===== src/rtl/xrv1_div_iq_pkg.sv =====
// Shared types for the divider issue queue: opcode encoding and the packed queue entry.
package xrv1_div_pkg;

  localparam int DIV_DATA_W = 32;
  localparam int DIV_ITAG_W = 4;

  typedef enum logic [1:0] {
    DIV  = 2'b00,
    DIVU = 2'b01,
    REM  = 2'b10,
    REMU = 2'b11
  } div_opc_e;

  // Field widths are fixed here; the top-level width parameters must match them.
  typedef struct packed {
    div_opc_e                opc;
    logic [DIV_DATA_W-1:0]   src0;
    logic [DIV_DATA_W-1:0]   src1;
    logic [DIV_ITAG_W-1:0]   itag;
  } div_iq_entry_t;

endpackage


===== src/rtl/xrv1_div_iq_fifo.sv =====
// In-order entry store with pointers, occupancy count and flush; head visible one cycle after write.
// Caller must not push when full; flush suppresses push and pop in the same cycle.
module xrv1_div_iq_fifo
  import xrv1_div_pkg::*;
#(
  parameter int depth_p = 4
) (
  input  logic                      clk,
  input  logic                      rst,
  input  logic                      push_vld,
  input  div_iq_entry_t             push_dat,
  input  logic                      pop_vld,
  input  logic                      flush,
  output div_iq_entry_t             head_dat,
  output logic [$clog2(depth_p):0]  cnt,
  output logic                      full,
  output logic                      empty
);

  localparam int PTR_W = $clog2(depth_p);
  localparam int CNT_W = PTR_W + 1;
  localparam logic [CNT_W-1:0] FULL_CNT = CNT_W'(depth_p);

  div_iq_entry_t    mem [depth_p];
  logic [PTR_W-1:0] wr_ptr;
  logic [PTR_W-1:0] rd_ptr;
  logic             push;
  logic             pop;

  assign push = push_vld && !flush;
  assign pop  = pop_vld && !flush;

  always_ff @(posedge clk) begin
    if (rst) begin
      wr_ptr <= '0;
      rd_ptr <= '0;
      cnt    <= '0;
    end else if (flush) begin
      rd_ptr <= wr_ptr;
      cnt    <= '0;
    end else begin
      if (push) wr_ptr <= wr_ptr + PTR_W'(1);
      if (pop)  rd_ptr <= rd_ptr + PTR_W'(1);
      if (push && !pop)      cnt <= cnt + CNT_W'(1);
      else if (pop && !push) cnt <= cnt - CNT_W'(1);
    end
  end

  // Storage is deliberately left out of reset.
  always_ff @(posedge clk) begin
    if (push) mem[wr_ptr] <= push_dat;
  end

  assign head_dat = mem[rd_ptr];
  assign full     = (cnt == FULL_CNT);
  assign empty    = (cnt == '0);

endmodule


===== src/rtl/xrv1_div_iq.sv =====
// Issue queue feeding the divider one op at a time; enqueue-to-request latency is one cycle.
// Dispatch is stalled only when full; the divider stalls via div_rdy_i and no new op issues while one is in flight.
module xrv1_div_iq
  import xrv1_div_pkg::*;
#(
  parameter int data_width_p = DIV_DATA_W,
  parameter int ITAG_WIDTH_P = DIV_ITAG_W,
  parameter int depth_p      = 4
) (
  input  logic                      clk_i,
  input  logic                      rst_i,
  input  logic                      iq_vld_i,
  output logic                      iq_rdy_o,
  input  logic [1:0]                iq_opc_i,
  input  logic [data_width_p-1:0]   iq_src0_i,
  input  logic [data_width_p-1:0]   iq_src1_i,
  input  logic [ITAG_WIDTH_P-1:0]   iq_itag_i,
  output logic                      div_req_o,
  input  logic                      div_rdy_i,
  output logic [1:0]                div_opc_o,
  output logic [data_width_p-1:0]   div_src0_o,
  output logic [data_width_p-1:0]   div_src1_o,
  output logic [ITAG_WIDTH_P-1:0]   div_itag_o,
  input  logic                      div_res_vld_i,
  input  logic                      flush_i,
  output logic [$clog2(depth_p):0]  iq_cnt_o,
  output logic                      iq_busy_o
);

  div_iq_entry_t in_ent;
  div_iq_entry_t head_ent;
  logic          fifo_full;
  logic          fifo_empty;
  logic          enq;
  logic          xfer;
  logic          busy;
  logic          stale;

  assign in_ent = '{opc: div_opc_e'(iq_opc_i), src0: iq_src0_i, src1: iq_src1_i, itag: iq_itag_i};

  assign iq_rdy_o  = !fifo_full;
  assign enq       = iq_vld_i && iq_rdy_o && !flush_i;
  assign div_req_o = !fifo_empty && !busy && !flush_i;
  assign xfer      = div_req_o && div_rdy_i;

  xrv1_div_iq_fifo #(
    .depth_p (depth_p)
  ) u_fifo (
    .clk      (clk_i),
    .rst      (rst_i),
    .push_vld (enq),
    .push_dat (in_ent),
    .pop_vld  (xfer),
    .flush    (flush_i),
    .head_dat (head_ent),
    .cnt      (iq_cnt_o),
    .full     (fifo_full),
    .empty    (fifo_empty)
  );

  // Zero the data bus whenever no request is presented.
  assign div_opc_o  = div_req_o ? head_ent.opc  : 2'b00;
  assign div_src0_o = div_req_o ? head_ent.src0 : '0;
  assign div_src1_o = div_req_o ? head_ent.src1 : '0;
  assign div_itag_o = div_req_o ? head_ent.itag : '0;

  // Transfer and completion never coincide because req is gated by busy.
  always_ff @(posedge clk_i) begin
    if (rst_i)              busy <= 1'b0;
    else if (xfer)          busy <= 1'b1;
    else if (div_res_vld_i) busy <= 1'b0;
  end

  assign iq_busy_o = busy;

  // A completion for an op orphaned by reset is expected; any other idle completion is a protocol error.
  always_ff @(posedge clk_i) begin
    if (rst_i)     stale <= 1'b1;
    else if (xfer) stale <= 1'b0;
  end

  always_ff @(posedge clk_i) begin
    if (!rst_i) begin
      assert (!(div_res_vld_i && !busy && !stale))
        else $error("div_res_vld_i asserted with no op in flight");
    end
  end

endmodule


===== config.mk =====
export PLATFORM = sky130hd
export DESIGN_NAME = xrv1_div_iq
export DESIGN_NICKNAME = d
export VERILOG_FILES = /design/src/rtl/xrv1_div_iq_pkg.sv /design/src/rtl/xrv1_div_iq_fifo.sv /design/src/rtl/xrv1_div_iq.sv
export SDC_FILE = /design/constraint.sdc
export NUM_CORES = 1
export LEC_CHECK = 0
export ABC_AREA = 1
export CORE_AREA = 2 2 172 174
export CTS_CLUSTER_DIAMETER = 50
export DETAILED_ROUTE_END_ITERATION = 10
export DIE_AREA = 0 0 174 176
export GPL_TIMING_DRIVEN = 0
export RECOVER_POWER = 25
export SLEW_MARGIN = 20
export SYNTH_ARGS = -nofsm -noshare
export SYNTH_HDL_FRONTEND = slang
export SYNTH_SLANG_ARGS = --single-unit

===== constraint.sdc =====
create_clock -name clk_i -period 6.6 [get_ports clk_i]
set_clock_uncertainty 0.05 [all_clocks]
set_input_delay 1.32 -clock clk_i [delete_from_list [all_inputs] [get_ports clk_i]]
set_output_delay 1.32 -clock clk_i [all_outputs]
set_load 0.01 [all_outputs]

== Word level (Yosys, flattened, before mapping) ==
Memory sizes are Yosys's and may differ from the RTL's. A register that Yosys moved wholly into a read port is not among the register bits.
Index checks and enable logic that the tools add are counted.
Storage, ports and cells
  register bits after elaboration: 8
  bits in writable memories: 280
  input bits: 76
  logic and storage cells: 46
  memories: 1
Operators by class
  $add $sub $neg: 4
  equal/unequal tests: 1
  muxes and demuxes: 14
  bitwise gates (word level): 1
  reductions and logical operators: 21
Memories
  u_fifo.mem: words 4, bits a word 70, read ports 1, clocked after Yosys merged registers in 1, write ports 1, RTL line xrv1_div_iq_fifo.sv:24  | div_iq_entry_t mem [depth_p];
Operators by type and width (count)
  32-bit 2-to-1 mux: 2
  2-bit 2-to-1 mux: 5
  1-bit logical AND: 9
  1-bit zero test: 6
  3-bit 2-to-1 mux: 2
  2-bit nonzero test: 3
  2-bit by 1-bit adder with 2-bit output (second input constant): 2
  1-bit 2-to-1 mux: 4
  4-bit 2-to-1 mux: 1
  3-bit by 1-bit adder with 3-bit output (second input constant): 1
  3-bit == test (second input constant): 1
  3-bit zero test: 1
  3-bit by 1-bit subtractor with 3-bit output (second input constant): 1
  2-bit AND reduction: 1
  2-bit OR reduction: 1
  1-bit inverter: 1

== Depth between registers and ports, before layout ==
Gate-level depths: netlist of the first run.
  depth after elaboration: 10
  mapped depth: 12
  depth with buffers taken out: 12

== Modules after synthesis ==
From an unflattened synthesis of the first run, not the netlist that was laid out.
Second synthesis, totals
  cell total of the unflattened synthesis: 907
  area, all modules: 12139.1 um2
Modules (own cells, without submodules)
  xrv1_div_iq_fifo: instances 1, cells each 747, area each 11442.2 um2
  xrv1_div_iq: instances 1, cells each 160, area each 696.9 um2

== Worst setup path before layout of the first run ==
OpenSTA, ideal clock, no wires.
  kind: input to register
  start: in flush_i
  end: mem u_fifo.mem[0][0] (netlist bit), enable pin
  library setup time: 499 ps
  arrival: 4540 ps
  required time: 6051 ps
  slack: 1511 ps
  stages on the path: 3
  cell sequence: inv_1 nand3_1 nor2_1
Between the ends
  word-level cells in the longest chain between the ends: 5
Ends and longest elaborated chain
  start, declared: RTL line xrv1_div_iq.sv:25  | input logic flush_i,
  1-bit zero test *: RTL line xrv1_div_iq_fifo.sv:30, xrv1_div_iq.sv:42
  1-bit logical AND: RTL line xrv1_div_iq.sv:42  | assign enq = iq_vld_i && iq_rdy_o && !flush_i;
  1-bit logical AND *: RTL line xrv1_div_iq_fifo.sv:30  | assign push = push_vld && !flush;
  1-bit 2-to-1 mux *: RTL line xrv1_div_iq_fifo.sv:51  | if (push) mem[wr_ptr] <= push_dat;
  1-bit 2-to-1 mux (implied by the code) *: RTL line xrv1_div_iq_fifo.sv:51
  end, declared: RTL line xrv1_div_iq_fifo.sv:24
Mark *: on every way between the ends. The rest lies on a longest branch, timed or not.

== Worst setup path after layout of the first run ==
  start: in flush_i
  end: out div_src0_o[1]
Between the ends
  word-level cells in the longest chain between the ends: 3
Ends and longest elaborated chain
  1-bit zero test: RTL line xrv1_div_iq.sv:43  | assign div_req_o = !fifo_empty && !busy && !flush_i;
  1-bit logical AND: RTL line xrv1_div_iq.sv:43
  32-bit 2-to-1 mux: RTL line xrv1_div_iq.sv:63  | assign div_src0_o = div_req_o ? head_ent.src0 : '0;
  end, declared: RTL line xrv1_div_iq.sv:21  | output logic [data_width_p-1:0] div_src0_o,
Every way passes these cells.

==> results of run 1 <==
[state kept, by name (all words and copies together), names as in the netlist, named ones only]
name	count
u_fifo.cnt	3
u_fifo.rd_ptr	2
u_fifo.wr_ptr	2
iq_busy_o	1
u_fifo.mem	280
[stage by stage]
step           setup TNS, ps  cell area, um^2  total power, uW  worst slack [ps]    util
3_5_place_dp               0            13660             2484              1487  0.4785
5_1_grt                    0            14710             4325              1388  0.5154
2_1_floorplan              0            11360             2292              1511       -
4_1_cts                    0            14710             4227              1470  0.5152
6_report                   0            14720             4183              1502  0.5155
3_3_place_gp         -448510            13350             2473             -1695  0.4677
[final timing paths]
kind                      end
max reg2reg  u_fifo.mem[3][7]
min reg2reg         iq_busy_o
min                 iq_busy_o
max             div_src0_o[1]
[cell families after synthesis]
| group | count (synthesis) | share of synthesized area |
|---|---|---|
| buf+inv | 71 | 0.03315 |
| xor+xnor | 1 | 0.0007711 |
| simple gates | 315 | 0.1046 |
| compound gates | 219 | 0.09648 |
| fa+ha+maj | 6 | 0.007269 |
| flops | 290 | 0.7577 |
[worst max-delay path, stage by stage]
cell             delay, ps
clkdlybuf4s50_1        520
nor2_1                 170
nand2_1                360
clkbuf_1               420
a21oi_1                330
clkdlybuf4s50_1        590
[power by group through the flow]
stage          Sequential [uW]  Combinational [uW]  Clock (uW)
5_1_grt                   2080                 396        1850
3_5_place_dp              2120                 368           0
2_1_floorplan             2120                 172           0
6_report                  2080                 359        1750
4_1_cts                   2080                 370        1780
3_3_place_gp              2120                 349           0
[metal layers]
layer	track usage	wire, um	up-vias
met1	0.2252	11700	3521
li1	-	-	3592
met3	0.04048	1749	44
met5	0	7	-
met4	0.04902	554	2
met2	0.2895	12850	225
[cell usage after synthesis]
| library cell | n | area share |
|---|---|---|
| a21oi_1 | 75 | 0.033 |
| buf_2 | 8 | 0.0035 |
| buf_4 | 2 | 0.0013 |
| buf_6 | 11 | 0.011 |
| clkbuf_1 | 24 | 0.0079 |
| clkbuf_2 | 8 | 0.0035 |
| dfxtp_1 | 10 | 0.018 |
| edfxtp_1 | 280 | 0.74 |
| fa_1 | 1 | 0.0018 |
| ha_1 | 5 | 0.0055 |
| inv_1 | 16 | 0.0053 |
| inv_2 | 2 | 0.00066 |
| nand2_1 | 16 | 0.0053 |
| nand3_1 | 5 | 0.0022 |
| nor2_1 | 294 | 0.097 |
| o21ai_0 | 93 | 0.041 |
| o21ai_1 | 51 | 0.022 |
| xor2_1 | 1 | 0.00077 |
[layout make-up]
type / instances / area [um^2]
Fill cell: 2499 / 13830
Sequential cell: 290 / 8608
Multi-Input combinational cell: 541 / 2406
Timing Repair Buffer: 163 / 1789
Clock buffer: 47 / 963.4
Tap cell: 384 / 480.5
Buffer: 53 / 309.0
Clock inverter: 11 / 83.83
Inverter: 18 / 67.56
Antenna cell: 3 / 7.507
==> results.toml, run 1 <==
[status]
status = "finished clean"

[cts]
ctsHoldBuffers = 0
cts_tree = "done"
clock_path_buffers = 3
postCtsResizedCells = 0
clock-root-buffer = "clkbuf_16"
cts.sinks = 290
cts-buffers-inserted = 34
clkTransAtPathRegs_ps = 50
cts_max_level = 2
postCtsSetupRepairBufs = 0
worstSkewPairLatency_ps = 500

[layout]
drive_gt1_frac = 0.08014
stdcell_count = 1510
synthToLayoutAreaGrowth_pct = 29.53
final_cell_mix = "nor2_1, edfxtp_1, clkdlybuf4s50_1"
mostFrequentLayoutCell = "nor2_1"
layout.nets = 1183

[timing]
period_minus_slack_ps = 5098
setup_violations = 0
hold_ws_ps = 436.8
worstMarginPinSlew_ps = 663.5
slew_headroom = 0.5566
post-route-period-util = 0.7725
rsz0062_at_grt = "no"
fmax_mhz = 196.1
finalHoldViolCount = 0
drv_slew = 0

[power_and_ir_drop]
power_switching_uw = 911.1
p_int_uw = 3272
pwr-share-comb = 0.086
power-per-cell-area_nw_per_um2 = 284.3
seqPwrFrac = 0.497
p_leak_uw = 0.004985
power_switching_share = 0.2178
clkPwrFrac = 0.417
vdd_drop_max_v = 0.0001603

[placed_design]
placedCellCount = 1449
gp_congestion = 0.7300
port_buffers = 151
detailed_place_hpwl_mm = 16.57

[yosys]
seq_area_frac_synth = 0.7577
synthCells = 902
ys_warn_count = 0
post_synth_num_cell_types = 18
ys_ff_latch = 290
avgSynthCellArea_um2 = 12.60
syn-num-nets = 984
syn_area_um2 = 11360

[drt]
ant_nets = 0
drtIter0Drc = 422
avgRoutedWirePerCell_um = 17.79
drcViolationCount = 0
via_count = 7384
firstDrtPassIters = 5
routed_wl_mm = 26.86
via_per_inst = 4.890

[global_route]
grt_pass1_wl_mm = 40.54
antenna_found_initial = 4
track_usage = 0.1724
grt_overflow = 0
grt_pass1_vias = 7252
grt_max_degree = 24

[worst_hold_path]
holdPathStages = 2
holdCritStartpoint = "iq_busy_o"
hold_class = "reg2reg"

[critical_path]
crit_type = "in2out"
start_kind = "input port"
rr_worst_depth = 6
timing.critical_path.from = "flush_i"
cp-end-kind = "output pin"
worstPathMaxFanout = 10
cp.arrival_ps = 3730
critPathRequiredTime_ps = 5230
reg2reg_setup_slack_ps = 4160
regToRegStartpoint = "u_fifo.cnt[0]"

[die]
ioPinCount = 152
die_w_um = 174
die_h_um = 176
coreArea_um2 = 28550
fp.dieArea_um2 = 30620
initial_core_util = 0.3980
rows = 62

[run]
drv_cap = 0
No activity file was read; power rests on OpenSTA's default activity.
==> run 2: changes to the inputs <==
==> constraint.sdc (replaced) <==
create_clock -name clk_i -period 5.25 [get_ports clk_i]
set_clock_uncertainty 0.05 [all_clocks]
set_input_delay 1.05 -clock clk_i [delete_from_list [all_inputs] [get_ports clk_i]]
set_output_delay 1.05 -clock clk_i [all_outputs]
set_load 0.01 [all_outputs]
==> results of run 2 <==
The final DEF is identical to that of run 1. Status: finished clean.
Among the figures that moved: setup slack after placement 1487 ps -> 676.7 ps; setup slack after layout 1502 ps -> 691.7 ps; register-to-register setup slack 4160 ps -> 2810 ps; total power 4183 uW -> 5259 uW; worst IR drop on VDD 0.0001603 V -> 0.0002015 V
